`config.mk`:
```
export PLATFORM = sky130hd
export DESIGN_NAME = traffic_phase_ctrl
export DESIGN_NICKNAME = d
export VERILOG_FILES = /design/src/rtl/traffic_pkg.sv /design/src/rtl/tlc_rr_arbiter.sv /design/src/rtl/traffic_phase_ctrl.sv
export SDC_FILE = /design/constraint.sdc
export NUM_CORES = 1
export LEC_CHECK = 0
export BUFFER_PORTS_ARGS = -buffer_cell sky130_fd_sc_hd__buf_2
export CELL_PAD_IN_SITES_DETAIL_PLACEMENT = 0
export CELL_PAD_IN_SITES_GLOBAL_PLACEMENT = 1
export CORE_UTILIZATION = 32
export CTS_BUF_LIST = sky130_fd_sc_hd__clkbuf_2
export CTS_CLUSTER_DIAMETER = 80
export CTS_CLUSTER_SIZE = 8
export DETAILED_ROUTE_END_ITERATION = 10
export GPL_TIMING_DRIVEN = 0
export PLACE_DENSITY = 0.64
export SYNTH_ARGS = -nofsm -noshare
export SYNTH_HDL_FRONTEND = slang
export SYNTH_HIERARCHICAL = 1
export SYNTH_SLANG_ARGS = --single-unit
```
`constraint.sdc`:
```
create_clock -name clk -period 3.6 [get_ports clk]
set_clock_uncertainty 0.2 [all_clocks]
set_input_delay 0.72 -clock clk [delete_from_list [all_inputs] [get_ports clk]]
set_output_delay 0.72 -clock clk [all_outputs]
set_load 0.05 [all_outputs]
```
`src/rtl/traffic_pkg.sv`:
```
// Shared types and lamp codes for the multi-phase traffic controller.
package traffic_pkg;

  typedef enum logic [1:0] {
    LIGHT_OFF    = 2'b00,
    LIGHT_RED    = 2'b01,
    LIGHT_YELLOW = 2'b10,
    LIGHT_GREEN  = 2'b11
  } light_t;

  typedef enum logic [1:0] {
    S_OFF     = 2'b00,
    S_ALL_RED = 2'b01,
    S_GREEN   = 2'b10,
    S_YELLOW  = 2'b11
  } state_t;

  localparam logic [1:0] LC_OFF    = LIGHT_OFF;
  localparam logic [1:0] LC_RED    = LIGHT_RED;
  localparam logic [1:0] LC_YELLOW = LIGHT_YELLOW;
  localparam logic [1:0] LC_GREEN  = LIGHT_GREEN;

endpackage

```
`src/rtl/tlc_rr_arbiter.sv`:
```
// Round-robin phase picker: scans upward from the phase after active_phase,
// wrapping, and reports whether any phase other than the active one is waiting.
module tlc_rr_arbiter #(
  parameter int NUM_PHASES = 2
) (
  input  logic [NUM_PHASES-1:0]         pending,
  input  logic [$clog2(NUM_PHASES)-1:0] active_phase,
  output logic [$clog2(NUM_PHASES)-1:0] next_phase,
  output logic                          other_pending
);

  localparam int PW = $clog2(NUM_PHASES);

  int   scan_idx;
  logic found;

  // The active phase is scanned last so it is only re-chosen when nothing else waits.
  always_comb begin
    scan_idx      = 0;
    found         = 1'b0;
    other_pending = 1'b0;
    next_phase    = PW'((int'(active_phase) + 1) % NUM_PHASES);
    for (int k = 1; k <= NUM_PHASES; k++) begin
      scan_idx = (int'(active_phase) + k) % NUM_PHASES;
      if (pending[PW'(scan_idx)]) begin
        if (k < NUM_PHASES) other_pending = 1'b1;
        if (!found) begin
          next_phase = PW'(scan_idx);
          found      = 1'b1;
        end
      end
    end
  end

endmodule

```
`src/rtl/traffic_phase_ctrl.sv`:
```
// Actuated round-robin traffic controller with pedestrian walk and all-red clearance.
// Optional green flicker before yellow is enabled by defining TLC_FLICKER_EN.
//
// state     | meaning
// ----------+-----------------------------------------------------------
// S_OFF     | lamps dark, idle until start
// S_ALL_RED | clearance, every approach red for RED_CLR cycles
// S_GREEN   | active_phase green; rests until conflicting demand allows exit
// S_YELLOW  | active_phase yellow for YELLOW_T cycles
module traffic_phase_ctrl
  import traffic_pkg::*;
#(
  parameter int NUM_PHASES = 2,
  parameter int TW         = 6,
  parameter int RED_CLR    = 2,
  parameter int YELLOW_T   = 3,
  parameter int GREEN_MIN  = 5,
  parameter int GREEN_MAX  = 20,
  parameter int WALK_T     = 4,
  parameter int FLK_T      = 3
) (
  input  logic                          clk,
  input  logic                          reset,
  input  logic                          start,
  input  logic [NUM_PHASES-1:0]         car_req,
  input  logic [NUM_PHASES-1:0]         ped_req,
  output logic [2*NUM_PHASES-1:0]       light,
  output logic [NUM_PHASES-1:0]         walk,
  output logic [$clog2(NUM_PHASES)-1:0] active_phase,
  output logic                          busy
);

  localparam int PW = $clog2(NUM_PHASES);

  localparam logic [TW-1:0] RED_LD  = TW'(RED_CLR - 1);
  localparam logic [TW-1:0] YEL_LD  = TW'(YELLOW_T - 1);
  localparam logic [TW-1:0] WALK_LD = TW'(WALK_T - 1);
  localparam logic [TW-1:0] GMIN_M1 = TW'(GREEN_MIN - 1);
  localparam logic [TW-1:0] GMAX_M1 = TW'(GREEN_MAX - 1);
  localparam logic [2*NUM_PHASES-1:0] ALL_RED_V = {NUM_PHASES{LC_RED}};

  if (NUM_PHASES < 2 || WALK_T > GREEN_MIN || GREEN_MAX >= (1 << TW) ||
      RED_CLR < 1 || YELLOW_T < 1 || WALK_T < 1 || FLK_T < 1) begin : g_param_check
    $error("traffic_phase_ctrl: inconsistent parameter set");
  end

  state_t                  state_q, state_d;
  logic [TW-1:0]           dur_q, dur_d;
  logic [TW-1:0]           green_cnt_q, green_cnt_d;
  logic [TW-1:0]           walk_cnt_q, walk_cnt_d;
  logic [NUM_PHASES-1:0]   ped_lat_q, ped_lat_d;
  logic [2*NUM_PHASES-1:0] light_q, light_d;
  logic [NUM_PHASES-1:0]   walk_q, walk_d;
  logic [PW-1:0]           active_q, active_d;
  logic                    busy_q, busy_d;
`ifdef TLC_FLICKER_EN
  localparam logic [TW-1:0] FLK_LD = TW'(FLK_T - 1);
  logic                    flk_q, flk_d;
`endif

  logic [NUM_PHASES-1:0] pending;
  logic [PW-1:0]         next_phase;
  logic                  other_pending;
  logic                  exit_ok;
  int                    act_idx;
  int                    nxt_idx;

  assign pending = car_req | ped_lat_q;
  assign act_idx = int'(active_q);
  assign nxt_idx = int'(next_phase);

  tlc_rr_arbiter #(
    .NUM_PHASES (NUM_PHASES)
  ) u_arb (
    .pending       (pending),
    .active_phase  (active_q),
    .next_phase    (next_phase),
    .other_pending (other_pending)
  );

  always_comb begin
    state_d     = state_q;
    dur_d       = dur_q;
    green_cnt_d = green_cnt_q;
    walk_cnt_d  = walk_cnt_q;
    ped_lat_d   = ped_lat_q;
    light_d     = light_q;
    walk_d      = walk_q;
    active_d    = active_q;
    busy_d      = busy_q;
    exit_ok     = 1'b0;
`ifdef TLC_FLICKER_EN
    flk_d       = flk_q;
`endif

    if (state_q != S_OFF) ped_lat_d = ped_lat_q | ped_req;

    case (state_q)
      S_OFF: begin
        light_d = {NUM_PHASES{LC_OFF}};
        walk_d  = '0;
        busy_d  = 1'b0;
        if (start) begin
          state_d  = S_ALL_RED;
          dur_d    = RED_LD;
          light_d  = ALL_RED_V;
          busy_d   = 1'b1;
          // Parking on the last phase makes the first green go to phase 0.
          active_d = PW'(NUM_PHASES - 1);
        end
      end

      S_ALL_RED: begin
        if (dur_q == '0) begin
          state_d     = S_GREEN;
          active_d    = next_phase;
          green_cnt_d = '0;
          light_d     = ALL_RED_V;
          light_d[2*nxt_idx +: 2] = LC_GREEN;
          walk_d      = '0;
          // A press landing on the entry edge is granted; the clear wins over the set.
          if (ped_lat_q[next_phase] || ped_req[next_phase]) begin
            walk_d[next_phase] = 1'b1;
            walk_cnt_d         = WALK_LD;
          end
          ped_lat_d[next_phase] = 1'b0;
        end else begin
          dur_d = dur_q - 1'b1;
        end
      end

      S_GREEN: begin
        if (walk_q != '0) begin
          if (walk_cnt_q == '0) walk_d = '0;
          else                  walk_cnt_d = walk_cnt_q - 1'b1;
        end
        if (green_cnt_q < GMAX_M1) green_cnt_d = green_cnt_q + 1'b1;
        exit_ok = other_pending && (green_cnt_q >= GMIN_M1) &&
                  (!car_req[active_q] || (green_cnt_q >= GMAX_M1));
`ifdef TLC_FLICKER_EN
        // Once committed to leaving, hold green FLK_T more cycles blinking 00/11.
        if (flk_q) begin
          if (dur_q == '0) begin
            flk_d   = 1'b0;
            state_d = S_YELLOW;
            dur_d   = YEL_LD;
            walk_d  = '0;
            light_d[2*act_idx +: 2] = LC_YELLOW;
          end else begin
            dur_d = dur_q - 1'b1;
            light_d[2*act_idx +: 2] =
              (light_q[2*act_idx +: 2] == LC_OFF) ? LC_GREEN : LC_OFF;
          end
        end else if (exit_ok) begin
          flk_d = 1'b1;
          dur_d = FLK_LD;
          light_d[2*act_idx +: 2] = LC_OFF;
        end
`else
        if (exit_ok) begin
          state_d = S_YELLOW;
          dur_d   = YEL_LD;
          walk_d  = '0;
          light_d[2*act_idx +: 2] = LC_YELLOW;
        end
`endif
      end

      S_YELLOW: begin
        if (dur_q == '0) begin
          state_d = S_ALL_RED;
          dur_d   = RED_LD;
          light_d = ALL_RED_V;
        end else begin
          dur_d = dur_q - 1'b1;
        end
      end

      default: begin
        state_d = S_OFF;
        light_d = {NUM_PHASES{LC_OFF}};
        walk_d  = '0;
        busy_d  = 1'b0;
      end
    endcase
  end

  always_ff @(posedge clk) begin
    if (reset) begin
      state_q     <= S_OFF;
      dur_q       <= '0;
      green_cnt_q <= '0;
      walk_cnt_q  <= '0;
      ped_lat_q   <= '0;
      light_q     <= '0;
      walk_q      <= '0;
      active_q    <= '0;
      busy_q      <= 1'b0;
`ifdef TLC_FLICKER_EN
      flk_q       <= 1'b0;
`endif
    end else begin
      state_q     <= state_d;
      dur_q       <= dur_d;
      green_cnt_q <= green_cnt_d;
      walk_cnt_q  <= walk_cnt_d;
      ped_lat_q   <= ped_lat_d;
      light_q     <= light_d;
      walk_q      <= walk_d;
      active_q    <= active_d;
      busy_q      <= busy_d;
`ifdef TLC_FLICKER_EN
      flk_q       <= flk_d;
`endif
    end
  end

  assign light        = light_q;
  assign walk         = walk_q;
  assign active_phase = active_q;
  assign busy         = busy_q;

endmodule

```
### Word-level counts from Yosys, hierarchy flattened

Index checks and enable logic that the tools add are counted.

| word-level totals | value |
|---|---|
| input port bits | 7 |
| output and inout port bits | 8 |
| bits in registers | 30 |
| logic and storage cells | 122 |

| cells by class | value |
|---|---|
| bitwise gates (word level) | 7 |
| add/subtract/negate cells | 7 |
| reduce and logical (&&, ||, !) cells | 21 |
| equal/unequal tests | 14 |
| $lt $le $gt $ge | 8 |
| shift-type cells | 4 |
| multiplexer cells | 52 |

Operators by type and width:

| operator | count |
|---|---|
| $neg 2->33 | 2 |
| $shift 2x33->4 const A | 2 |
| $shiftx 2x33->4 const A | 2 |
| $mux 6 | 10 |
| $mux 2 | 12 |
| $pmux 6 s2 | 2 |
| $pmux 6 s4 | 1 |
| $ne 2x2->1 const B | 9 |
| $mux 1 | 17 |
| $pmux 4 s4 | 1 |
| $logic_not 6->1 | 2 |
| $mux 4 | 3 |
| $reduce_and 3->1 | 4 |
| $sub 6x1->6 const B | 2 |
| $pmux 2 s4 | 1 |
| $reduce_and 4->1 | 2 |
| $reduce_bool 2->1 | 4 |
| $add 6x1->6 const B | 1 |
| $ge 6x3->1 const B | 1 |
| $ge 6x5->1 const B | 1 |
| $lt 1x3->1 const B | 2 |
| $lt 6x5->1 const B | 1 |
| $ne 3x3->1 const B | 2 |
| $pmux 2 s3 | 1 |
| other kinds (19) | 28 |

### Longest topological paths before layout

| logic depth | value |
|---|---|
| depth in word-level cells | 15 |
| gate-level depth with buffers | 8 |
| depth with buffers taken out | 7 |

### Hierarchy

Netlist, hierarchy kept.

Modules (own cells, without submodules):

| module | area each (µm²) | cells each | seq. area each (µm²) | instances |
|---|---|---|---|---|
| traffic_phase_ctrl | 1,765.4 | 212 | 600.6 | 1 |
| tlc_rr_arbiter | 11.3 | 2 | 0.0 | 1 |

### Least setup slack after synthesis

OpenSTA, ideal clock, no wires.

| timing path | value |
|---|---|
| path type | reg2reg |
| start point | reg active_q, in the netlist active_phase |
| end point | reg dur_q[5] |
| cell stages (with the launch flop) | 6 |
| required time | 3,329 ps |
| buffers on the path | 0 |
| path slack | 1,231 ps |
| setup time | 71 ps |
| arrival | 2,099 ps |
| cells stage by stage | dfxtp_1 -> mux2i_1 -> or4_1 -> nand4b_1 -> or4b_2 -> a21oi_1 |

| on the way | value |
|---|---|
| longest elaborated chain between the ends | 7 |

RTL lines:

| what | RTL line | text |
|---|---|---|
| start: declaration | traffic_phase_ctrl.sv:54 | `logic [PW-1:0] active_q, active_d;` |
| start signal: assignment | traffic_phase_ctrl.sv:210 | `active_q <= active_d;` |
| $mux 1 (not written as such) (2 in a row) | traffic_phase_ctrl.sv:139 | `(!car_req[active_q] \|\| (green_cnt_q >= GMAX_M1));` |
| $logic_not 1->1 | traffic_phase_ctrl.sv:139 |  |
| $logic_or 1x1->1 | traffic_phase_ctrl.sv:139 |  |
| $logic_and 1x1->1 | traffic_phase_ctrl.sv:138 | `exit_ok = other_pending && (green_cnt_q >= GMIN_M1) &&` |
| $ne 2x2->1 (no source line) | - |  |
| $reduce_and 3->1 (no source line) | - |  |
| end signal: assignment | traffic_phase_ctrl.sv:204 | `dur_q <= dur_d;` |
| end: declaration | traffic_phase_ctrl.sv:48 | `logic [TW-1:0] dur_q, dur_d;` |

No other way between the ends. The select of a mux whose other input is x is not followed.
A chain may end at the register's enable or synchronous reset.

### Worst setup path after layout

| timing path | value |
|---|---|
| start point | reg state_q[1] |
| end point | reg dur_q[5] |

| on the way | value |
|---|---|
| longest elaborated chain between the ends | 3 |

RTL lines:

| what | RTL line | text |
|---|---|---|
| start: declaration | traffic_phase_ctrl.sv:47 | `state_t state_q, state_d;` |
| start signal: assignment | traffic_phase_ctrl.sv:203 | `state_q <= state_d;` |
| $eq 2x1->1, or another cell as far along | traffic_phase_ctrl.sv:98 | `case (state_q)` |
| $ne 2x2->1 (no source line) | - |  |
| $reduce_and 3->1 (no source line) | - |  |

Several ways; a longest one is shown, not always the timed one.

==> flow_summary.yaml <==
status:
  outcome: "finished, final reports clean"
worst_setup_path:
  critical_path_buf_inv_count: 2
  timing.critical_path.from_type: "register"
  reg2reg_depth: 8
  crit_path_start: "state_q[1]"
  timing.critical_path.fanout_max: 10
  critical_path.max_stage_delay_ps: 720
  crit_type: "reg2reg"
  crit-reg2reg-capture: "dur_q[5]"
  worst-endpoint-arrival_ps: 2930
  worst_path_max_delay_cell: "sky130_fd_sc_hd__or4b_2"
  regToRegSetupSlack_ps: 780
  crit_path_cell_trace: "inv_1 -> ha_1 -> clkbuf_1 -> nand3b_1 -> nor2_1 -> nand4b_1 -> or4b_2 -> a21oi_1"
  crit-reg2reg-launch: "state_q[1]"
  critical_path_endpoint: "dur_q[5]"
  crit_cells: 8
  cp.required_ps: 3710
  critical_path.top_delay_family: "simple AND/OR/NAND/NOR gates"
  end_kind: "register"
sta:
  slew_at_the_pin_with_the_worst_max_slew_slack_ps: 831
  finalHoldViolCount: 0
  rsz_0062_raised_after_global_routing: "no"
  setup-tns-final_ps: 0
  final_max_slew_viol_count: 0
  timing.final.crit_share_pct: 78.3
  finalCriticalPeriod_ps: 2820
  highest_attainable_clock_frequency_mhz: 355
  post-route-worst-setup-slack_ps: 782
  report.final.setup_viol: 0
  timing.slew.headroom_pct: 43.7
die:
  die_area_mm2: 0.00583
  num_io_pins: 15
  die_h_um: 76.4
  start_util_pct: 34.0
  fp.dieW_um: 76.4
  rows: 26
  core_area_mm2: 0.00520
place:
  placed_cells: 297
  placement.setup.worst_slack_ps: 844
  hpwl_mm: 3.12
  gp_congestion: 0.779
  i_o_buffers: 14
global_route:
  grt_overflow: 0
  combined_global_route_utilization_of_all_metal_layers_pct: 15.8
  number_of_antenna_violations_at_the_first_check_in_global_routing: 0
  vias_in_the_first_global_route: 1440
  grt_max_degree: 11
  grt_first_pass_wirelength_mm: 7.20
routing:
  drt-wirelength-per-cell_um: 14.0
  first_pass_iters: 4
  via_per_inst: 5.11
  drc: 0
  num_vias: 1552
  drt_wl_total_mm: 4.25
  starting_drt_drc_count: 52
  post_route_antenna_net_violation_count: 0
clocking:
  hold_buffers: 0
  max-clock-path-buffers: 2
  clkTransAtPathRegs_ps: 160
  clock_sinks: 30
  tritoncts: "yes"
  clockRootBuffer: "sky130_fd_sc_hd__clkbuf_2"
  number_of_buffers_added_for_setup_after_cts: 0
  worst_skew_pair.late_latency_ps: 370
  htree_levels: 2
  cts.repair.resized: 0
  cts-buffers-inserted: 5
final_layout:
  nFillCells: 582
  antenna_cells: 0
  drive_gt1_share_pct: 13.2
  finish.net_count: 252
  layout.cells.non_filler: 304
  layout-area-overhead-vs-synth_pct: 10.9
power:
  total_leakage_power_uw: 0.000788
  total_power_uw: 1720
  irDropWorstVdd_mv: 0.389
  pwr_density_cell_mw_per_mm2: 875
min_path:
  hold_path.class: "reg2reg"
  holdPathStages: 2
synth:
  synth.avg_cell_area_um2: 8.31
  synthCells: 213
  combined_area_of_all_synthesized_cells_mm2: 0.00177
  synth_warnings: 6
  postSynthNetCount: 231
flow_run:
  total_of_max_cap_violations: 0
[layout make-up]
cell class              count  area (um^2)  area share, %
inverters                  16         60.1           3.06
repair buffers             14         70.1           3.57
clock buffers               7         35.0           1.78
plain buffers               8         41.3           2.10
flip-flops and latches     30          601           30.6
well taps                  70         87.6           4.46
multi-input cells         159         1070           54.4
[layer usage]
metal	GRT usage, %	vias to the layer above	share of wire, %
met4	5.77	0	1.5
met3	3.95	5	2.6
met5	0	-	0
li1	-	809	-
met2	25.0	21	45
met1	20.7	717	50
[flip-flops by register name, indices dropped and copies added (netlist names), 2 cells and up]
register	cells
walk	2
dur_q	6
state_q	2
walk_cnt_q	6
light	4
green_cnt_q	6
ped_lat_q	2
[metrics by stage]
step / util (%) / hold slack, ps / cell area [um^2]
after floorplan: - / 237 / 1770
after global placement: 37.0 / 250 / 1930
after detailed placement: 37.0 / 261 / 1930
after CTS: 37.7 / 279 / 1960
after global routing: 37.7 / 317 / 1960
final: 37.7 / 280 / 1960
[power by group]
| group | switching (uW) | internal (uW) |
|---|---|---|
| sequential | 89.8 | 428 |
| clock | 118 | 50.6 |
| combinational | 650 | 382 |
[worst reg2reg max path: cells and delay by family (launching register included)]
family | cells | cell delay, ps
and+or+nand+nor | 4 | 1410
buffers and inverters | 2 | 360
DFF | 1 | 420
adders and majority gates | 1 | 210
AOI/OAI and AO/OA | 1 | 160
[worst min-delay path by stage]
stage	start	to	slack, ps
after floorplan	walk_cnt_q[4]	walk_cnt_q[4]	240
after global placement	walk_cnt_q[4]	walk_cnt_q[4]	250
after detailed placement	walk_cnt_q[4]	walk_cnt_q[4]	260
after CTS	walk_cnt_q[4]	walk_cnt_q[4]	280
after global routing	walk_cnt_q[5]	walk_cnt_q[5]	320
final	walk_cnt_q[4]	walk_cnt_q[4]	280
[layout by cell type (no fill, tap or decap), types with 2 or more instances in the layout]
cell type	count
sky130_fd_sc_hd__buf_2	14
sky130_fd_sc_hd__or4_1	4
sky130_fd_sc_hd__a211oi_1	2
sky130_fd_sc_hd__or3_1	2
sky130_fd_sc_hd__mux2i_1	10
sky130_fd_sc_hd__nor4_1	2
sky130_fd_sc_hd__clkbuf_2	7
sky130_fd_sc_hd__or2_2	2
sky130_fd_sc_hd__nand2b_1	7
sky130_fd_sc_hd__xnor2_1	2
sky130_fd_sc_hd__nor2b_1	2
sky130_fd_sc_hd__mux2_2	2
sky130_fd_sc_hd__and3_1	2
sky130_fd_sc_hd__ha_1	11
sky130_fd_sc_hd__clkbuf_1	6
sky130_fd_sc_hd__o21ai_0	11
sky130_fd_sc_hd__nand2_1	9
sky130_fd_sc_hd__nor3_1	12
sky130_fd_sc_hd__o31ai_1	2
sky130_fd_sc_hd__nand4_1	3
sky130_fd_sc_hd__a21boi_0	2
sky130_fd_sc_hd__nor2_1	23
sky130_fd_sc_hd__xor2_1	2
sky130_fd_sc_hd__dfxtp_1	30
sky130_fd_sc_hd__a21oi_1	18
sky130_fd_sc_hd__nand3_1	6
sky130_fd_sc_hd__inv_1	16
Note: power is estimated with default switching activity, not from simulation.
